**src/rtl/fpu_round_pack_if.sv**
```systemverilog
// Valid/ready bus carrying one extended-precision result into the
// round/pack stage and the packed binary32 word plus fflags back out.
`timescale 1ns/1ps
interface fpu_round_pack_if;
    logic        in_valid;
    logic        in_ready;
    logic        in_sign;
    logic [9:0]  in_exp;
    logic [26:0] in_sig;
    logic        in_sticky;
    logic [2:0]  in_rm;
    logic        in_nan;
    logic        in_inf;
    logic        in_nv;
    logic        in_dz;
    logic        out_valid;
    logic        out_ready;
    logic [31:0] out_result;
    logic [4:0]  out_flags;

    modport master (
        output in_valid, in_sign, in_exp, in_sig, in_sticky, in_rm,
        output in_nan, in_inf, in_nv, in_dz, out_ready,
        input  in_ready, out_valid, out_result, out_flags
    );

    modport slave (
        input  in_valid, in_sign, in_exp, in_sig, in_sticky, in_rm,
        input  in_nan, in_inf, in_nv, in_dz, out_ready,
        output in_ready, out_valid, out_result, out_flags
    );
endinterface

```
**src/rtl/fpu_round_pack.sv**
```systemverilog
// Two-stage normalize + round/pack to IEEE binary32 with RISC-V fflags.
// Define FPU_PACK_SUBNORMAL_EN for gradual underflow; otherwise tiny results flush to zero.
`timescale 1ns/1ps
module fpu_round_pack (
    input logic clk,
    input logic rst_n,
    fpu_round_pack_if.slave bus
);
    logic s1_valid, s2_valid, s1_adv, s2_adv;

    logic        s1_sign, s1_sticky, s1_nan, s1_inf, s1_nv, s1_dz;
    logic        s1_zero, s1_flush;
    logic [9:0]  s1_exp;
    logic [26:0] s1_sig;
    logic [2:0]  s1_rm;

    logic [4:0]         lz;
    logic [26:0]        nsig, dsig;
    logic signed [11:0] adj;
    logic               dst, n_zero, n_flush;
    logic [9:0]         nexp;
`ifdef FPU_PACK_SUBNORMAL_EN
    logic signed [11:0] sh12;
    logic [4:0]         sh;
`endif

    logic [23:0] keep;
    logic        grd, stk, inx, up, ovf, sat;
    logic        rtz, rdn, rup, rmm;
    logic [24:0] sum;
    logic [22:0] mant;
    logic [10:0] base, rexp;
    logic [31:0] res;
    logic [4:0]  flg;

    assign s2_adv        = ~s2_valid | bus.out_ready;
    assign s1_adv        = ~s1_valid | s2_adv;
    assign bus.in_ready  = s1_adv;
    assign bus.out_valid = s2_valid;

    // Leading-zero count: the highest set bit wins.
    always_comb begin
        lz = '0;
        for (int i = 0; i < 27; i++)
            if (bus.in_sig[i]) lz = 5'(26 - i);
    end

    // Normalize, then denormalize or flush when the exponent underflows.
    always_comb begin
        nsig    = bus.in_sig << lz;
        adj     = $signed({{2{bus.in_exp[9]}}, bus.in_exp})
                - $signed({7'd0, lz});
        n_zero  = ~|bus.in_sig;
        n_flush = 1'b0;
        dsig    = nsig;
        dst     = 1'b0;
        nexp    = adj[9:0];
`ifdef FPU_PACK_SUBNORMAL_EN
        sh12    = 12'sd1 - adj;
        sh      = (sh12 > 12'sd27) ? 5'd27 : sh12[4:0];
`endif
        if (n_zero) begin
            dsig = '0;
            nexp = '0;
        end else if (adj <= 12'sd0) begin
`ifdef FPU_PACK_SUBNORMAL_EN
            dsig = nsig >> sh;
            dst  = |(nsig & ~(27'h7FFFFFF << sh));
            nexp = '0;
`else
            n_flush = 1'b1;
            dsig    = '0;
            nexp    = '0;
`endif
        end
    end

    // Stage 1 register: normalized operand and control.
    always_ff @(posedge clk or negedge rst_n) begin
        if (!rst_n) begin
            s1_valid  <= 1'b0;
            s1_sign   <= 1'b0;
            s1_exp    <= '0;
            s1_sig    <= '0;
            s1_sticky <= 1'b0;
            s1_rm     <= '0;
            s1_nan    <= 1'b0;
            s1_inf    <= 1'b0;
            s1_nv     <= 1'b0;
            s1_dz     <= 1'b0;
            s1_zero   <= 1'b0;
            s1_flush  <= 1'b0;
        end else if (s1_adv) begin
            s1_valid <= bus.in_valid;
            if (bus.in_valid) begin
                s1_sign   <= bus.in_sign;
                s1_exp    <= nexp;
                s1_sig    <= dsig;
                s1_sticky <= bus.in_sticky | dst;
                s1_rm     <= bus.in_rm;
                s1_nan    <= bus.in_nan;
                s1_inf    <= bus.in_inf;
                s1_nv     <= bus.in_nv;
                s1_dz     <= bus.in_dz;
                s1_zero   <= n_zero;
                s1_flush  <= n_flush;
            end
        end
    end

    // Round, detect overflow/underflow and pack the result word.
    always_comb begin
        keep = s1_sig[26:3];
        grd  = s1_sig[2];
        stk  = |s1_sig[1:0] | s1_sticky;
        inx  = grd | stk;
        rtz  = (s1_rm == 3'b001);
        rdn  = (s1_rm == 3'b010);
        rup  = (s1_rm == 3'b011);
        rmm  = (s1_rm == 3'b100);
        unique case (1'b1)
            rtz:     up = 1'b0;
            rdn:     up = s1_sign & inx;
            rup:     up = ~s1_sign & inx;
            rmm:     up = grd;
            default: up = grd & (stk | keep[0]);
        endcase
        sum  = {1'b0, keep} + {24'd0, up};
        base = {1'b0, s1_exp};
        if (sum[24]) begin
            mant = sum[23:1];
            rexp = base + 11'd1;
        end else begin
            mant = sum[22:0];
            rexp = base + {10'd0, (s1_exp == 10'd0) & sum[23]};
        end
        ovf = (rexp >= 11'd255);
        sat = rtz | (rdn & ~s1_sign) | (rup & s1_sign);
        flg = {s1_nv, s1_dz, 3'b000};
        if (s1_nan) begin
            res = 32'h7FC00000;
        end else if (s1_inf) begin
            res = {s1_sign, 8'hFF, 23'd0};
        end else if (s1_zero) begin
            res = {s1_sign, 31'd0};
        end else if (s1_flush) begin
            res      = {s1_sign, 31'd0};
            flg[1:0] = 2'b11;
        end else if (ovf) begin
            res    = sat ? {s1_sign, 31'h7F7FFFFF}
                         : {s1_sign, 8'hFF, 23'd0};
            flg[2] = 1'b1;
            flg[0] = 1'b1;
        end else begin
            res    = {s1_sign, rexp[7:0], mant};
            flg[0] = inx;
            flg[1] = inx & (rexp[7:0] == 8'd0);
        end
    end

    // Stage 2 register: holds the packed word while downstream stalls.
    always_ff @(posedge clk or negedge rst_n) begin
        if (!rst_n) begin
            s2_valid       <= 1'b0;
            bus.out_result <= '0;
            bus.out_flags  <= '0;
        end else if (s2_adv) begin
            s2_valid <= s1_valid;
            if (s1_valid) begin
                bus.out_result <= res;
                bus.out_flags  <= flg;
            end
        end
    end
endmodule
```
**src/flat_wrapper.sv**
```systemverilog
// flat-port wrapper written by rule: the top's interface ports become plain ports
module fpu_round_pack_flat 
  (clk, rst_n, bus_in_valid, bus_in_sign, bus_in_exp, bus_in_sig, bus_in_sticky, bus_in_rm, bus_in_nan, bus_in_inf, bus_in_nv, bus_in_dz, bus_out_ready, bus_in_ready, bus_out_valid, bus_out_result, bus_out_flags);
  fpu_round_pack_if bus_i ();
  input logic clk;
  input logic rst_n;
  input wire logic [$bits(bus_i.in_valid)-1:0] bus_in_valid;
  input wire logic [$bits(bus_i.in_sign)-1:0] bus_in_sign;
  input wire logic [$bits(bus_i.in_exp)-1:0] bus_in_exp;
  input wire logic [$bits(bus_i.in_sig)-1:0] bus_in_sig;
  input wire logic [$bits(bus_i.in_sticky)-1:0] bus_in_sticky;
  input wire logic [$bits(bus_i.in_rm)-1:0] bus_in_rm;
  input wire logic [$bits(bus_i.in_nan)-1:0] bus_in_nan;
  input wire logic [$bits(bus_i.in_inf)-1:0] bus_in_inf;
  input wire logic [$bits(bus_i.in_nv)-1:0] bus_in_nv;
  input wire logic [$bits(bus_i.in_dz)-1:0] bus_in_dz;
  input wire logic [$bits(bus_i.out_ready)-1:0] bus_out_ready;
  output wire logic [$bits(bus_i.in_ready)-1:0] bus_in_ready;
  output wire logic [$bits(bus_i.out_valid)-1:0] bus_out_valid;
  output wire logic [$bits(bus_i.out_result)-1:0] bus_out_result;
  output wire logic [$bits(bus_i.out_flags)-1:0] bus_out_flags;
  assign bus_i.in_valid = bus_in_valid;
  assign bus_i.in_sign = bus_in_sign;
  assign bus_i.in_exp = bus_in_exp;
  assign bus_i.in_sig = bus_in_sig;
  assign bus_i.in_sticky = bus_in_sticky;
  assign bus_i.in_rm = bus_in_rm;
  assign bus_i.in_nan = bus_in_nan;
  assign bus_i.in_inf = bus_in_inf;
  assign bus_i.in_nv = bus_in_nv;
  assign bus_i.in_dz = bus_in_dz;
  assign bus_i.out_ready = bus_out_ready;
  assign bus_in_ready = bus_i.in_ready;
  assign bus_out_valid = bus_i.out_valid;
  assign bus_out_result = bus_i.out_result;
  assign bus_out_flags = bus_i.out_flags;
  fpu_round_pack u_core (.clk(clk), .rst_n(rst_n), .bus(bus_i));
endmodule
```
**config.mk**
```make
export PLATFORM = sky130hd
export DESIGN_NAME = fpu_round_pack_flat
export DESIGN_NICKNAME = d
export VERILOG_FILES = /design/src/rtl/fpu_round_pack_if.sv /design/src/rtl/fpu_round_pack.sv /design/src/flat_wrapper.sv
export SDC_FILE = /design/constraint.sdc
export NUM_CORES = 1
export LEC_CHECK = 0
export CORE_MARGIN = 1
export CORE_UTILIZATION = 55
export CTS_CLUSTER_DIAMETER = 120
export DETAILED_ROUTE_END_ITERATION = 12
export PLACE_DENSITY_LB_ADDON = 0.1
export SKIP_CTS_REPAIR_TIMING = 1
export SLEW_MARGIN = 20
export SYNTH_ARGS = -nofsm -noshare
export SYNTH_HDL_FRONTEND = slang
export SYNTH_SLANG_ARGS = --single-unit
```
**constraint.sdc**
```tcl
create_clock -name clk -period 6.26 [get_ports clk]
set_input_delay 0.939 -clock clk [delete_from_list [all_inputs] [get_ports clk]]
set_output_delay 0.939 -clock clk [all_outputs]
set_load 0.005 [all_outputs]
```
==> impl_metrics.toml <==
[status]
outcome = "finished, final reports clean"

[sta]
setup_viol = 0
fin_worst_skew_ns = 0.00537
tns_ns = 0
fin_crit_sh_pct = 88.1
timing_worst_slew_pin_value_ns = 1.05
finalHoldViolCount = 0
rsz0062_at_grt = "no"
relSlewSlack_pct = 29.5
max_freq_mhz = 181
slew_violations = 0
layout_min_cycle_time_ns = 5.52

[synth]
mappedNetlistArea_sq_um = 6100
synth-warning-count = 0
yosysSeqAreaShare_pct = 35.7
yosysMostFrequentCell = "dfrtp_1"
yosys.area.top_type_share_pct = 35.7
ys_async_sr_fraction_pct = 100
ys_ff_latch = 87
yosys.area.top_type = "dfrtp_1"
syn-instance-count = 688
synth.avg_cell_area_sq_um = 8.86
synthFlopType = "dfrtp_1"
ys_types = 77
synth_area_leaders = "dfrtp_1 36%, mux2i_1 5.7%, nand2_1 4.9%"
synth_edf_count = 0
syn_nets = 749
ys_top_cells_by_count = "87 x dfrtp_1, 79 x nand2_1, 53 x nor2_1"

[floorplanning]
die-area_sq_um = 11500
fp.dieH_um = 107
io_pins = 89
num_rows = 38
coreArea_sq_um = 10800
die_w_um = 107
start_util_pct = 56.2

[clock_tree]
cts-htree-levels = 3
cts_root_buf = "clkbuf_8"
cts_tree = "built"
clockBufferDepth = 2
clock_latency_ns = 0.35
cts.sinks = 87
cts_buffers = 9
path_clk_slew_ns = 0.08

[detailed_routing]
drt_wl_total_um = 16300
drt-initial-drc-count = 399
viasPerCell = 6.24
wl_per_cell_um = 17.9
first_pass_iters = 8
drc = 0
final_antenna_net_count = 0
dr_total_vias = 5662

[layout]
syn_to_final_growth_pct = 18.4
nNetsFinal = 825
ff_latch_area_sq_um = 2180
multi_input_area_sq_um = 3640
fillCellCount = 938
layout-drive-gt1-share_pct = 7.69
diodes = 0

[grt]
antenna_found_initial = 0
grt_max_degree = 88
grt_util_all_layers_pct = 29.0
gr-total-overflow = 0
grt_pass1_vias = 5364
grt_first_pass_wirelength_um = 26400

[min_path]
hp-class = "reg -> reg"

[pwr]
peakVddDrop_mv = 0.153
p_per_area_nw_per_um2 = 208
leakage_nw = 3.01
power_mw = 1.50

[flow_run]
max_cap_violations = 0

[setup_path]
cpPeakStageDelay_ns = 0.50
path_max_fanout = 7
crit_family = "simple AND/OR/NAND/NOR gates"
reg2reg_slack_ns = 0.74
worstPathArrival_ns = 5.76
path_class = "reg -> reg"
worstSetupEndpointType = "register"
cp-start-kind = "register"
slowest_stage = "a21boi_0"
cp_cell_sequence = "inv_1 -> nor2_1 -> and2_1 -> ha_1 -> a32o_1 -> ha_1 -> ha_1 -> and4_1 -> and3_1 -> nand2_1 -> nor3_2 -> a21oi_1 -> o32ai_1 -> ha_1 -> ha_1 -> nand4_1 -> nor3_1 -> mux2_2 -> nor2_1 -> o21a_1 -> a21boi_0 -> buf_4 -> o21ai_0 -> a22o_1"
cp_num_buf_inv = 2
cp_common_cell = "ha_1"
worstPathRequired_ns = 6.50

[placement]
hpwl_um = 12700
port_buffers = 88
gp_congestion = 0.926
## layout by cell type, fill, tap and decap left out, drive strengths merged, types with 4 or more instances in the layout
cell type	instances
clkdlybuf4s50	87
dfrtp	87
nand2	80
nor2	53
o21ai	48
mux2i	35
nor3	28
a22o	27
a21oi	26
nand3	24
inv	20
xor2	17
mux2	16
buf	13
clkbuf	13
xnor2	12
nor4	12
o31ai	11
ha	10
nand2b	9
o21a	9
a31oi	8
and3	8
nor2b	8
a22oi	7
a32o	7
nand4	7
or3	6
o31a	6
a211oi	5
nor3b	5
o211ai	4
a221oi	4
a32oi	4
and2	4
## tightest hold or removal path: stages (launching register included)
cell	delay, ns
dfrtp_1	0.34
nand2_1	0.05
nand2_1	0.05
## power by group
group | total (mW) | switching (mW) | leakage (nW) | internal, mW
sequential | 0.702 | 0.0689 | 1.11 | 0.633
combinational | 0.461 | 0.239 | 1.82 | 0.222
clock | 0.338 | 0.177 | 0.0854 | 0.161
total | 1.50 | 0.485 | 3.01 | 1.02
## path summary, 6_finish.rpt
check | start | cells past startpoint | to
worst max-delay path | u_core.s1_rm[1] | 24 | u_core.bus.out_result[4]
worst min-delay path | u_core.s1_dz | 2 | u_core.bus.out_flags[3]
worst max register to register | u_core.s1_rm[1] | 24 | u_core.bus.out_result[4]
worst min register to register | u_core.s1_dz | 2 | u_core.bus.out_flags[3]
max in group asynchronous | rst_n | 1 | u_core.bus.out_result[9]
min in group asynchronous | rst_n | 1 | u_core.s1_nv
## final cells by class
class                   instances  share of cell area [%]
multi-input cells             545                    50.5
flip-flops and latches         87                    30.2
repair buffers                100                    13.5
well taps                     140                    2.43
clock buffers                  13                    2.20
inverters                      21                    1.18
clock inverters                 1                  0.0693
## metal layers
| metal | track usage (%) | vias to the layer above | part of all wire (%) |
|---|---|---|---|
| met5 | 0 | - | 0 |
| met1 | 35.4 | 2713 | 44 |
| met3 | 3.45 | 34 | 4.0 |
| li1 | - | 2719 | - |
| met4 | 12.1 | 0 | 2.7 |
| met2 | 51.7 | 196 | 50 |
## registers in the layout (all words and copies together), names as in the netlist
signal and flops:
u_core.s1_exp 10, u_core.s1_sticky 1, u_core.s1_nan 1, u_core.s1_sign 1
u_core.bus.out_valid 1, u_core.s1_dz 1, u_core.s1_zero 1, u_core.s1_rm 3
u_core.s1_inf 1, u_core.s1_flush 1, u_core.s1_valid 1, u_core.bus.out_flags 5
u_core.s1_sig 27, u_core.s1_nv 1, u_core.bus.out_result 32
## cell families (layout without fill, tap and decap cells)
logic type                 count (synthesis)  in the layout  share of synthesized area [%]
adders and majority gates                 12             12                           2.55
AOI/OAI and AO/OA                        199            199                           23.6
muxes                                     52             52                           9.13
xor gates and xnor gates                  29             29                           4.17
DFF                                       87             87                           35.7
buffers and inverters                     56            135                           4.49
and+or+nand+nor                          253            253                           20.3
## through the flow
stage	hold WS, ns	std cells	area (sq um)	worst slack, ns	utilization (%)
floorplan	0.435	688	6100	1.34	-
global route	0.505	907	7220	0.269	66.6
detailed placement	0.456	893	7050	0.657	65.0
CTS	0.474	907	7210	0.736	66.6
global placement	0.448	893	7050	0.784	65.0
finish	0.471	907	7220	0.744	66.6
(Power assumes the default switching activity.)
==> patch, RTL diff (config.mk and constraints unchanged) <==
Make the reset (`rst_n`) synchronous in 2 clocked blocks.
--- a/src/rtl/fpu_round_pack.sv
+++ b/src/rtl/fpu_round_pack.sv
@@ -76,7 +76,7 @@
     end
 
     // Stage 1 register: normalized operand and control.
-    always_ff @(posedge clk or negedge rst_n) begin
+    always_ff @(posedge clk) begin
         if (!rst_n) begin
             s1_valid  <= 1'b0;
             s1_sign   <= 1'b0;
@@ -159,7 +159,7 @@
     end
 
     // Stage 2 register: holds the packed word while downstream stalls.
-    always_ff @(posedge clk or negedge rst_n) begin
+    always_ff @(posedge clk) begin
         if (!rst_n) begin
             s2_valid       <= 1'b0;
             bus.out_result <= '0;
Function: differs if rst_n is asserted again (counterexample within 4 cycles, from zero or initial values and one cycle with rst_n low); with rst_n held inactive, the same outputs for 4 cycles.
==> patch against the unedited design <==
Sequential power down 14%. Total power down 14%. Wire length up 8.7%. Largest power group unchanged. Synthesized area down 4.4%. Sequential cell count unchanged. Final area down 2.8%. Non-clock buffer count up 6. Worst setup slack worse by 0.32 ns. Synthesized cell count up 13%. Combinational power down 31%.
==> patch: results (changes against the unedited design) <==
metric;value;unit;change
status;finished, final reports clean;;
pg_comb;0.318;mW;-31%
r2r_slack;0.43;ns;-0.32 ns
cp.arrival;6.15;ns;+0.39 ns
clk_pin_slew_worst_paths;0.10;ns;+0.02 ns
synth_mux_area_share;4.443;%;-4.7 points
grt_use_total;32.68;%;+3.6 points
dp_hpwl;13550;µm;+6.7%
comb_power_share;24.6;%;-6.1 points
fin_nets;912;;+11%
skew;0.01616;ns;+0.01079 ns
synth_seq_area_share;29.88;%;-5.8 points
wl_met1;7728;µm;+9.2%
syn_inst;777;;+13%
power.internal;0.8608;mW;-15%
synthXorXnorAreaFrac;4.808;%;+0.64 points
grt_max_degree;60;;-32%
gp_congestion;0.9996;;+7.9%
wl_met3;1171;µm;+82%
power.leakage;2.575;nW;-15%
worstHoldStart;u_core.bus.out_result[6];;
routed_wl;17670;µm;+8.7%
power_frac_seq;46.9;%;about the same
dr_wl_met2;8143;µm;+0.58%
reg2reg_from;u_core.s1_rm[2];;
synthArstFlopShare;0;%;-100 points
met3_usage;4.991;%;+1.5 points
ir_drop;0.1334;mV;-13%
synth_compound_area_share;28.70;%;+5.1 points
preCtsSetupSlack;0.2444;ns;-0.4122 ns
placedCellCount;976;;+9.3%
synth_fp_nets;838;;+12%
grt_pass1_vias;5722;;+6.7%
finalNonFillerCells;992;;+9.4%
post-route-min-period;5.834;ns;+0.3182 ns
num_vias;6295;;+11%
r2r.worst_path.cells;22;;-8.3%
layout-drive-gt1-share;7.126;%;-0.57 points
cp_max_fo;13;;+6
min_to;u_core.bus.out_result[6];;
use_met1;43.27;%;+7.8 points
dpl_cell_area;0.006829;mm²;-3.1%
[patch: worst max-delay path, stage by stage (launching register included)]
cell	delay, ns
dfxtp_1	0.36
inv_1	0.08
and3_1	0.15
ha_1	0.26
a32oi_1	0.09
nor2_1	0.10
ha_1	0.17
ha_1	0.20
and4_4	0.27
nand3_2	0.12
nor3_4	0.28
or3b_2	0.63
o21ai_0	0.19
ha_1	0.30
ha_1	0.25
xor2_1	0.27
nand3_1	0.11
or3_1	0.42
o41ai_4	0.44
o21bai_1	0.41
nor2_1	0.10
or4_1	0.42
a21oi_1	0.13
[patch: layout make-up]
class,count,area (µm²)
multi-input cells,621,3796
fillers,905,3264
flip-flops and latches,87,1742
repair buffers,106,1028
well taps,136,170.2
clock buffers,9,123.9
inverters,26,97.59
clock inverters,7,55.05
